File: config.mk
export PLATFORM = sky130hd
export DESIGN_NAME = mod_updown_counter
export DESIGN_NICKNAME = d
export VERILOG_FILES = /design/src/rtl/counter_pkg.sv /design/src/rtl/mod_step_calc.sv /design/src/rtl/mod_updown_counter.sv
export SDC_FILE = /design/constraint.sdc
export NUM_CORES = 1
export LEC_CHECK = 0
export BUFFER_PORTS_ARGS = -buffer_cell sky130_fd_sc_hd__buf_2
export CAP_MARGIN = 20
export CORE_UTILIZATION = 40
export CTS_CLUSTER_DIAMETER = 50
export DETAILED_ROUTE_END_ITERATION = 12
export GPL_TIMING_DRIVEN = 1
export MAX_ROUTING_LAYER = met4
export PLACE_DENSITY = 0.66
export SLEW_MARGIN = 25
export SYNTH_ARGS = -nofsm -noshare
export SYNTH_HDL_FRONTEND = slang
export SYNTH_SLANG_ARGS = --single-unit
File: constraint.sdc
create_clock -name clk -period 2.5 [get_ports clk]
set_input_delay 0.75 -clock clk [delete_from_list [all_inputs] [get_ports clk]]
set_output_delay 0.75 -clock clk [all_outputs]
set_load 0.03 [all_outputs]
File: src/rtl/counter_pkg.sv
// Shared mode constants and the clamp helper for the parametrised up/down counter.
package counter_pkg;

  localparam bit CNT_WRAP = 1'b0;
  localparam bit CNT_SAT  = 1'b1;

  function automatic logic [31:0] clamp_max(input logic [31:0] val, input logic [31:0] lim);
    logic [31:0] res;
    if (val > lim) begin
      res = lim;
    end else begin
      res = val;
    end
    return res;
  endfunction

endpackage

File: src/rtl/mod_step_calc.sv
// Next-count arithmetic for one count cycle: wrap or clamp at 0 / MAX_VAL.
// evt flags a wrap, or a clamp that actually moved q onto the bound.
module mod_step_calc
  import counter_pkg::*;
#(
  parameter int          WIDTH    = 4,
  parameter int unsigned MAX_VAL  = 32'((64'd1 << WIDTH) - 64'd1),
  parameter bit          SATURATE = CNT_WRAP
) (
  input  logic [WIDTH-1:0] q,
  input  logic [WIDTH-1:0] step_eff,
  input  logic             up,
  output logic [WIDTH-1:0] next_q,
  output logic             evt
);

  // One extra bit keeps q+step and q+modulus exact even when MAX_VAL = 2**WIDTH-1.
  localparam logic [WIDTH:0]   MAX_EXT = (WIDTH+1)'(MAX_VAL);
  localparam logic [WIDTH:0]   MOD_EXT = MAX_EXT + (WIDTH+1)'(1);
  localparam logic [WIDTH-1:0] MAX_Q   = WIDTH'(MAX_VAL);

  logic [WIDTH:0] q_ext_s;
  logic [WIDTH:0] step_ext_s;
  logic [WIDTH:0] sum_s;

  assign q_ext_s    = {1'b0, q};
  assign step_ext_s = {1'b0, step_eff};
  assign sum_s      = q_ext_s + step_ext_s;

  // Select the in-range, wrapped or clamped result for the current direction.
  always_comb begin
    next_q = q;
    evt    = 1'b0;
    if (up) begin
      if (sum_s > MAX_EXT) begin
        if (SATURATE == CNT_SAT) begin
          next_q = MAX_Q;
          evt    = (q != MAX_Q);
        end else begin
          next_q = WIDTH'(sum_s - MOD_EXT);
          evt    = 1'b1;
        end
      end else begin
        next_q = sum_s[WIDTH-1:0];
        evt    = 1'b0;
      end
    end else begin
      if (step_ext_s > q_ext_s) begin
        if (SATURATE == CNT_SAT) begin
          next_q = '0;
          evt    = (q != '0);
        end else begin
          next_q = WIDTH'(q_ext_s + MOD_EXT - step_ext_s);
          evt    = 1'b1;
        end
      end else begin
        next_q = WIDTH'(q_ext_s - step_ext_s);
        evt    = 1'b0;
      end
    end
  end

endmodule

File: src/rtl/mod_updown_counter.sv
// Parametrised up/down counter with load, hold, programmable step,
// wrap-or-saturate bounds, combinational terminal count and registered overflow pulse.
module mod_updown_counter
  import counter_pkg::*;
#(
  parameter int          WIDTH    = 4,
  parameter int unsigned MAX_VAL  = 32'((64'd1 << WIDTH) - 64'd1),
  parameter bit          SATURATE = CNT_WRAP
) (
  input  logic             clk,
  input  logic             rst,
  input  logic             load,
  input  logic [WIDTH-1:0] d,
  input  logic             up,
  input  logic             hold,
  input  logic [WIDTH-1:0] step,
  output logic [WIDTH-1:0] q,
  output logic             tc,
  output logic             ovf
);

  localparam logic [WIDTH-1:0] MAX_Q = WIDTH'(MAX_VAL);

  logic [WIDTH-1:0] q_q, q_d;
  logic             ovf_q, ovf_d;
  logic [WIDTH-1:0] d_clamp_s;
  logic [WIDTH-1:0] step_eff_s;
  logic [WIDTH-1:0] next_q_s;
  logic             evt_s;

  assign d_clamp_s  = WIDTH'(clamp_max(32'(d), 32'(MAX_VAL)));
  assign step_eff_s = WIDTH'(clamp_max(32'(step), 32'(MAX_VAL)));

  mod_step_calc #(
    .WIDTH    (WIDTH),
    .MAX_VAL  (MAX_VAL),
    .SATURATE (SATURATE)
  ) u_step_calc (
    .q        (q_q),
    .step_eff (step_eff_s),
    .up       (up),
    .next_q   (next_q_s),
    .evt      (evt_s)
  );

  // Load beats hold beats count; only a counting cycle can raise ovf.
  always_comb begin
    q_d   = q_q;
    ovf_d = 1'b0;
    if (load) begin
      q_d   = d_clamp_s;
      ovf_d = 1'b0;
    end else if (hold) begin
      q_d   = q_q;
      ovf_d = 1'b0;
    end else begin
      q_d   = next_q_s;
      ovf_d = evt_s;
    end
  end

  // Count and overflow registers with synchronous reset.
  always_ff @(posedge clk) begin
    if (rst) begin
      q_q   <= '0;
      ovf_q <= 1'b0;
    end else begin
      q_q   <= q_d;
      ovf_q <= ovf_d;
    end
  end

  assign q   = q_q;
  assign ovf = ovf_q;
  assign tc  = up ? (q_q == MAX_Q) : (q_q == '0);

endmodule

==> metrics.txt, run 1 <==
TNS Setup 0 ns; nets between 100 and 150; Max-cap violations 0; GRT overflow 0; worst-skew pair later-pin latency 0.25 ns; CP required 1.75 ns; CTS tree built; post-route ant nets 0; reg2reg start q[0]$_SDFFE_PP0P_; mapped cell area 559.3 um2; Setup CP Type reg -> out; PD cells 467.0 mW/mm2; PortBufs 18; Worst-path clk slew 0.05 ns; Sw Pwr 0.1197 mW; Peak VDD IR 0.3012 mV; CP arrival 1.47 ns; Ant. Diodes 0; first-pass detailed-route iteration total 2; combinational power share 38.2%; via count 513; core area 0.001301 mm2; clock sinks 5; Critical Path Source Type flop; CTS buffer count 3; crit path capture type primary output; sequential area share after synthesis 17.90%; Post-DP HPWL 926 um; final setup violation count 0; Ports 19; clk buf depth 2; cell row count 13; Pint 0.1940 mW; clock network fraction of total power 31.2%; Hold Slack between 0.6 and 0.7 ns; Peak Freq 449.5 MHz; Post-Syn Nets 87; CTS root buf clkbuf_4; Synth cell types 34; Slew Limit Fails 0; Tmin final 2.225 ns; initial core utilization 42.98%; post-synthesis cell count 64; FF-to-FF path depth 7; Die W just under 40 um; RSZ-0062 raised after global routing no; vias in the first global route about 430; Hold Buf Count CTS 0; clk_skew 0.003466 ns; Syn Area/Cell slightly below 9 um2; Hold Startpoint q[2]$_SDFFE_PP0P_; WL final 1.171 mm; DRC viols 0; DRT iter0 DRCs 4; hold endpoint q[2]$_SDFFE_PP0P_; Post-CTS Repair Setup Buffers 0; die area 0.001552 mm2; Tot GR Track Use roughly 20%; R2R Setup Slk 0.68 ns; Hold Crit Class reg -> reg; outcome finished clean; Final Cycle Share 88.99%; share of cells above drive strength 1 31.33%; slew margin rel. 82.19%; placed cell count 94; Die Y 39.39 um; initial antenna violation count 0; Avg WL per Cell 11.95 um; largest net degree at the start of global routing 12; #FFs+latches synth 5; yosys warns 0; Total Power 0.3137 mW; critical path peak fanout 6; Least-Margin Pin Slew about 0.27 ns; sequential power share between 30 and 40%; Lkg Pwr 0.3478 nW; H-tree levels 1; first-pass GRT wire length 1.869 mm; P&R area growth vs syn 20.13%; Reg-to-Reg End q[2]$_SDFFE_PP0P_; post_cts resized 0; Fill cells roughly 120; sw frac 38.15%; GP Congestion 0.7496; Final Hold Fails 0; post-DR vias/cell 5.235; cell depth of the worst hold path 2; fin cells 98
==> layout make-up <==
cell class	instances	area [um2]	area share, %
Multi-Input combinational cell	49	409.1	60.89
Sequential cell	5	100.1	14.90
Clock buffer	3	22.52	3.352
Tap cell	15	18.77	2.793
Timing Repair Buffer	18	90.09	13.41
Clock inverter	1	5.005	0.7449
Inverter	7	26.28	3.911
==> power by group through the flow <==
stage	logic (mW)	registers, mW	clock network (mW)
CTS	0.121	0.0958	0.103
finish	0.120	0.0959	0.0980
global route	0.132	0.0973	0.105
global placement	0.118	0.0972	0
detailed placement	0.120	0.0975	0
floorplan	0.0755	0.108	0
==> cell families (layout without fill, tap and decap cells) <==
logic type               Yosys count  count (layout)  synth area share, %
XOR/XNOR                           1               1                1.566
AND/OR/NAND/NOR                   18              18                19.91
buffers and inverters             10              29                8.949
AO/OA/AOI/OAI                     17              17                21.26
adder cells (fa/ha/maj)           10              10                25.06
multiplexers                       3               3                5.369
flip-flops                         5               5                17.90
==> flip-flops by register name (all words and copies together) (netlist names) <==
name	count
ovf	1
q	4
==> worst max path at each step <==
stage,endpoint,startpoint,depth (start not counted)
after detailed placement,q[2]$_SDFFE_PP0P_,step[0],7
after CTS,tc,q[3]$_SDFFE_PP0P_,3
after global placement,q[2]$_SDFFE_PP0P_,step[0],7
final,tc,q[3]$_SDFFE_PP0P_,3
after global routing,tc,q[3]$_SDFFE_PP0P_,3
after floorplan,tc,q[3]$_SDFFE_PP0P_,2
==> synth_stat cells, drive strengths merged <==
master,number,area (um2)
nand3b,1,7.510
inv,7,26.28
and3,1,6.260
o211ai,1,7.510
a21oi,5,28.78
a211oi,1,12.51
o21bai,1,7.510
nand4,1,6.260
nor2b,2,12.51
o21ai,4,20.02
nor3,3,20.02
o22a,1,8.760
nor4,1,6.260
o31ai,1,7.510
a211o,1,8.760
a21o,1,7.510
mux2i,3,30.03
or4,1,7.510
ha,8,100.1
dfxtp,5,100.1
xnor2,1,8.760
nand3,2,10.01
fa,2,40.04
and3b,1,8.760
buf,3,23.77
nand2,3,11.26
nor2,2,15.01
o211a,1,10.01
==> layer usage <==
metal  global-route usage, %  wire [um]  vias to the layer above  part of all wire, %
met2                   28.33        536                       12                   46
met4                   10.34         27                        0                  2.3
met1                   23.53        549                      229                   47
met3                   6.818         59                        5                  5.0
li1                        -          -                      267                    -
met5                       -          0                        -                    0
==> per-stage QoR <==
step | worst slack [ns] | utilization, % | instance area, um2
6_report | 0.2752 | 51.63 | 671.9
5_1_grt | 0.1936 | 51.63 | 671.9
4_1_cts | 0.2655 | 51.63 | 671.9
3_5_place_dp | 0.2498 | 49.52 | 644.4
3_3_place_gp | 0.3221 | 49.52 | 644.4
2_1_floorplan | 0.3177 | - | 559.3
==> critical path: stages (launching register included) <==
cell,delay (ns)
dfxtp_1,0.35
or4_1,0.53
o21ai_1,0.13
buf_2,0.21
==> cells in the final DEF, fill, tap and decap left out, types with 2 or more instances in the layout <==
master / n
nand3_1: 2
ha_1: 8
inv_1: 7
a21oi_1: 4
clkbuf_4: 3
mux2i_1: 3
nor3_1: 2
o21ai_1: 2
nor2b_1: 2
dfxtp_1: 5
o21ai_0: 2
nand2_1: 3
fa_1: 2
buf_2: 18
No activity file was read; power rests on OpenSTA's default activity.
==> inputs of run 2 (changes only) <==
Settings changed: MAX_ROUTING_LAYER met4 to default.
Clock period 2.5 ns to 2.45 ns, I/O delays scaled along.
==> metrics.txt, run 2 (same netlist as run 1, synthesis figures left out) <==
first-pass GRT wire length 1.869 mm (unchanged); crit path capture type primary output; placed cell count 94 (unchanged); fin cells 98 (unchanged); Least-Margin Pin Slew 0.2672 ns (+0.0003641 ns); clk_skew 0.003465 ns (-0.0000002500 ns); min setup slack post-route 0.2265 ns (-0.04870 ns); Critical Path Source Type flop; Die Y 39.39 um (unchanged); Slew Limit Fails 0 (unchanged); CP arrival 1.49 ns (+0.02 ns); cell row count 13 (unchanged); Lkg Pwr 0.3478 nW (unchanged); sequential power share 30.6% (about the same); H-tree levels 1 (unchanged); Hold Buf Count CTS 0 (unchanged); Peak VDD IR 0.3079 mV (+2.3%); commonest non-fill, non-tap cell in the layout buf_2; Final Hold Fails 0 (unchanged); sw frac 38.21% (+0.057 points); Pint 0.1980 mW (+2.0%); clock network fraction of total power 31.2% (about the same); Final Cycle Share 90.76%; Total Power 0.3204 mW (+2.1%); worst-skew pair later-pin latency 0.25 ns (about the same); crit path from q[3]$_SDFFE_PP0P_; nets 107 (unchanged); first-pass detailed-route iteration total 2 (unchanged); Hold Crit Class reg -> reg; CTS tree built; Peak Freq 449.7 MHz; WL final 1.182 mm (+0.94%); post-DR vias/cell 5.235 (unchanged); initial core utilization 42.98% (unchanged); P&R area growth vs syn 20.13% (unchanged); combinational power share 38.2% (about the same); critical path peak fanout 6 (unchanged); Post-CTS Repair Setup Buffers 0 (unchanged); share of cells above drive strength 1 31.33% (unchanged); die area 0.001552 mm2 (unchanged); CP required 1.71 ns (-0.04 ns); leading cell types in the layout, fill and taps excluded buf_2, ha_1, inv_1; CTS root buf clkbuf_4; Hold Slack 0.6743 ns (-0.001907 ns); Sw Pwr 0.1224 mW (+2.3%); DRT iter0 DRCs 5 (+1); TNS Setup 0 ns (unchanged); Reg-to-Reg End q[2]$_SDFFE_PP0P_; final setup violation count 0 (unchanged); largest net degree at the start of global routing 12 (unchanged); via count 513 (unchanged); PD cells 476.9 mW/mm2 (+2.1%); FF-to-FF path depth 7 (unchanged); Max-cap violations 0 (unchanged); Setup CP Type reg -> out; vias in the first global route 430 (+0.23%); CP endpoint tc; initial antenna violation count 0 (unchanged); core area 0.001301 mm2 (unchanged); Worst-path clk slew 0.05 ns (about the same); slew margin rel. 82.16% (about the same); Avg WL per Cell 12.06 um (+0.94%); DRC viols 0 (unchanged); Ports 19 (unchanged); R2R Setup Slk 0.63 ns (-0.05 ns); clk buf depth 2 (unchanged); max FFs per register 4 (unchanged); RSZ-0062 raised after global routing no; Die W 39.39 um (unchanged); reg2reg start q[0]$_SDFFE_PP0P_; outcome finished clean; PortBufs 18 (unchanged); GP Congestion 0.7401 (-1.3%); CTS buffer count 3 (unchanged); Post-DP HPWL 926 um (unchanged); Tmin final 2.224 ns; Tot GR Track Use 19.02% (-0.46 points); post_cts resized 0 (unchanged); GRT overflow 0 (unchanged); Ant. Diodes 0 (unchanged); post-route ant nets 0 (unchanged); clock sinks 5 (unchanged); worst slack, placed 0.2148 ns (-0.03500 ns)
-- run 2: cell counts in the layout (fill, tap and decap cells not counted) --
No cell type changed its count.
-- run 2: final cells by class --
cell class / count / area (um2)
timing repair buffer: 18 / 90.09
clock buffer: 3 / 22.52
clock inverter: 1 / 5.005
inverter: 7 / 26.28
multi-input combinational: 49 / 409.1
fill: 123 / 629.4
sequential: 5 / 100.1
tap: 15 / 18.77
-- run 2: power by group through the flow --
stage / Clock (mW) / Sequential (mW) / Combinational [mW]
2_1_floorplan: 0 / 0.111 / 0.0771
3_3_place_gp: 0 / 0.0992 / 0.120
3_5_place_dp: 0 / 0.0995 / 0.122
4_1_cts: 0.105 / 0.0977 / 0.123
5_1_grt: 0.107 / 0.0992 / 0.135
6_report: 0.100 / 0.0979 / 0.122
-- run 2: worst min-delay path by stage --
| stage | endpoint | cells past startpoint | start | slack, ns |
|---|---|---|---|---|
| floorplan | q[2]$_SDFFE_PP0P_ | 2 | q[2]$_SDFFE_PP0P_ | 0.72 |
| global placement | q[2]$_SDFFE_PP0P_ | 2 | q[2]$_SDFFE_PP0P_ | 0.63 |
| detailed placement | q[0]$_SDFFE_PP0P_ | 4 | q[0]$_SDFFE_PP0P_ | 0.68 |
| CTS | q[2]$_SDFFE_PP0P_ | 2 | q[2]$_SDFFE_PP0P_ | 0.69 |
| global route | q[2]$_SDFFE_PP0P_ | 2 | q[2]$_SDFFE_PP0P_ | 0.71 |
| finish | q[2]$_SDFFE_PP0P_ | 2 | q[2]$_SDFFE_PP0P_ | 0.67 |
-- run 2: critical path, stage by stage, from the launching register on --
cell and delay (ns):
dfxtp_1 0.35, or4_1 0.53, o21ai_1 0.14, buf_2 0.21
-- run 2: per-stage QoR --
stage,utilization [%],instance area (um2)
2_1_floorplan,-,559.3
3_3_place_gp,49.52,644.4
3_5_place_dp,49.52,644.4
4_1_cts,51.63,671.9
5_1_grt,51.63,671.9
6_report,51.63,671.9
-- run 2: metal layers --
metal | vias to the layer above | share of wire [%] | GRT usage [%]
li1 | 267 | - | -
met1 | 229 | 47 | 23.53
met2 | 12 | 46 | 28.33
met3 | 5 | 5.0 | 6.818
met4 | 0 | 2.3 | 10.34
met5 | - | 0 | 0
==> inputs of run 3 (changes only) <==
Settings changed: CORE_UTILIZATION 40 to 35, PLACE_DENSITY 0.66 to default, SETUP_SLACK_MARGIN from default to 0.4.
==> metrics.txt, run 3 (same netlist as run 1, synthesis figures left out) <==
DRC viols 0 (unchanged); DRT iter0 DRCs 6 (+1); combinational power share 39.0% (+0.8 points); RSZ-0062 raised after global routing yes; first-pass detailed-route iteration total 4 (+2); Avg WL per Cell 11.98 um (-0.68%); Hold Crit Class reg -> reg; nets 107 (unchanged); CP required 1.71 ns (about the same); Final Cycle Share 87.17% (-3.6 points); Critical Path Source Type flop; via count 505 (-1.6%); cell row count 14 (+1); PortBufs 18 (unchanged); die area 0.001762 mm2 (+14%); Design Area, Final 685.7 um2 (+2.0%); Cell Area, Placed 649.4 um2 (+0.78%); CTS tree built; H-tree levels 1 (unchanged); slew margin rel. 82.62% (+0.46 points); clk_skew 0.002982 ns (-0.0004831 ns); vias in the first global route 479 (+11%); Total Power 0.3221 mW (+0.51%); first-pass GRT wire length 2.083 mm (+11%); fin cells 99 (+1.0%); CP arrival 1.40 ns (-0.09 ns); share of cells above drive strength 1 34.94% (+3.6 points); GRT overflow 0 (unchanged); post-route ant nets 0 (unchanged); Peak Freq 468.2 MHz (+4.1%); P&R area growth vs syn 22.60%; final setup violation count 0 (unchanged); placed cell count 95 (+1.1%); Slew Limit Fails 0 (unchanged); initial core utilization 37.13% (-5.9 points); Pint 0.2016 mW (+1.8%); WL final 1.186 mm (+0.34%); PD cells 469.7 mW/mm2 (-1.5%); Ant. Diodes 0 (unchanged); Final Hold Fails 0 (unchanged); Least-Margin Pin Slew 0.2603 ns (-0.006895 ns); Hold Slack 0.6073 ns (-0.06694 ns); Setup CP Type reg -> out; TNS Setup 0 ns (unchanged); Tot GR Track Use 15.59% (-3.4 points); crit path capture type primary output; clk buf depth 2 (unchanged); Max-cap violations 0 (unchanged); max FFs per register 4 (unchanged); post-layout util 45.52% (-6.1 points); FF-to-FF path depth 7 (unchanged); critical path peak fanout 6 (unchanged); Ports 19 (unchanged); post-DR vias/cell 5.101 (-2.6%); sequential power share 30.6% (about the same); Tmin final 2.136 ns (-0.08785 ns); worst-skew pair later-pin latency 0.24 ns (about the same); Sw Pwr 0.1205 mW (-1.6%); Hold Buf Count CTS 0 (unchanged); CTS buffer count 3 (unchanged); Peak VDD IR 0.2042 mV (-34%); CTS root buf clkbuf_4; leading cell types in the layout, fill and taps excluded buf_2, ha_1, inv_1; cell depth of the worst hold path 2 (unchanged); initial antenna violation count 0 (unchanged); Lkg Pwr 0.3513 nW (+1.0%); Die Y 41.98 um (+6.6%); clock network fraction of total power 30.4% (-0.8 points); core area 0.001506 mm2 (+16%); Post-CTS Repair Setup Buffers 0 (unchanged); GP Congestion 0.7943 (+7.3%); Die W 41.98 um (+6.6%); clock sinks 5 (unchanged); worst slack, placed 0.2273 ns (+0.01251 ns); largest net degree at the start of global routing 12 (unchanged); Worst-path clk slew 0.05 ns (about the same); outcome finished clean; commonest non-fill, non-tap cell in the layout buf_2; sw frac 37.40% (-0.80 points); min setup slack post-route 0.3143 ns (+0.08785 ns)
[run 3: cell types whose count changed in the layout (fill, tap and decap cells not counted)]
cell	previous run	this run
buf_6	0	1
o21ai_2	0	1
dfxtp_2	0	2
dfxtp_1	5	3
o21ai_1	2	1
buf_2	18	17
[run 3: per-layer routing]
| metal | track usage, % | routed length (um) | vias up |
|---|---|---|---|
| met1 | 20.11 | 569 | 231 |
| li1 | - | - | 266 |
| met5 | 0 | 0 | - |
| met4 | 3.871 | 0 | 0 |
| met2 | 25.00 | 566 | 8 |
| met3 | 5.172 | 50 | 0 |
[run 3: timing repair]
action                                  in CTS  in global routing
gates resized for setup                      4                  0
endpoints found under the setup margin       1                  1
cloned                                       0                  0
[run 3: cell type report]
type,count,area (um2)
Clock buffer,3,22.52
Clock inverter,1,5.005
Fill cell,152,820.8
Inverter,7,26.28
Multi-Input combinational cell,49,412.9
Sequential cell,5,102.6
Tap cell,16,20.02
Timing Repair Buffer,18,96.34
[run 3: power groups by stage]
stage / clock network, mW / logic (mW) / registers [mW]
after global routing: 0.111 / 0.139 / 0.100
after CTS: 0.103 / 0.126 / 0.0988
after global placement: 0 / 0.122 / 0.0993
after detailed placement: 0 / 0.123 / 0.0997
final: 0.0979 / 0.126 / 0.0986
after floorplan: 0 / 0.0782 / 0.111
[run 3: worst paths after layout]
path	slack, ns	end	from
max	0.31	tc	q[3]$_SDFFE_PP0P_
min	0.61	q[2]$_SDFFE_PP0P_	q[2]$_SDFFE_PP0P_
max reg2reg	0.62	q[1]$_SDFFE_PP0P_	q[0]$_SDFFE_PP0P_
min reg2reg	0.61	q[2]$_SDFFE_PP0P_	q[2]$_SDFFE_PP0P_
[run 3: critical path, cell delays in order (launching register included)]
cell and delay [ns]:
dfxtp_2 0.34, or4_1 0.53, o21ai_2 0.14, buf_6 0.14
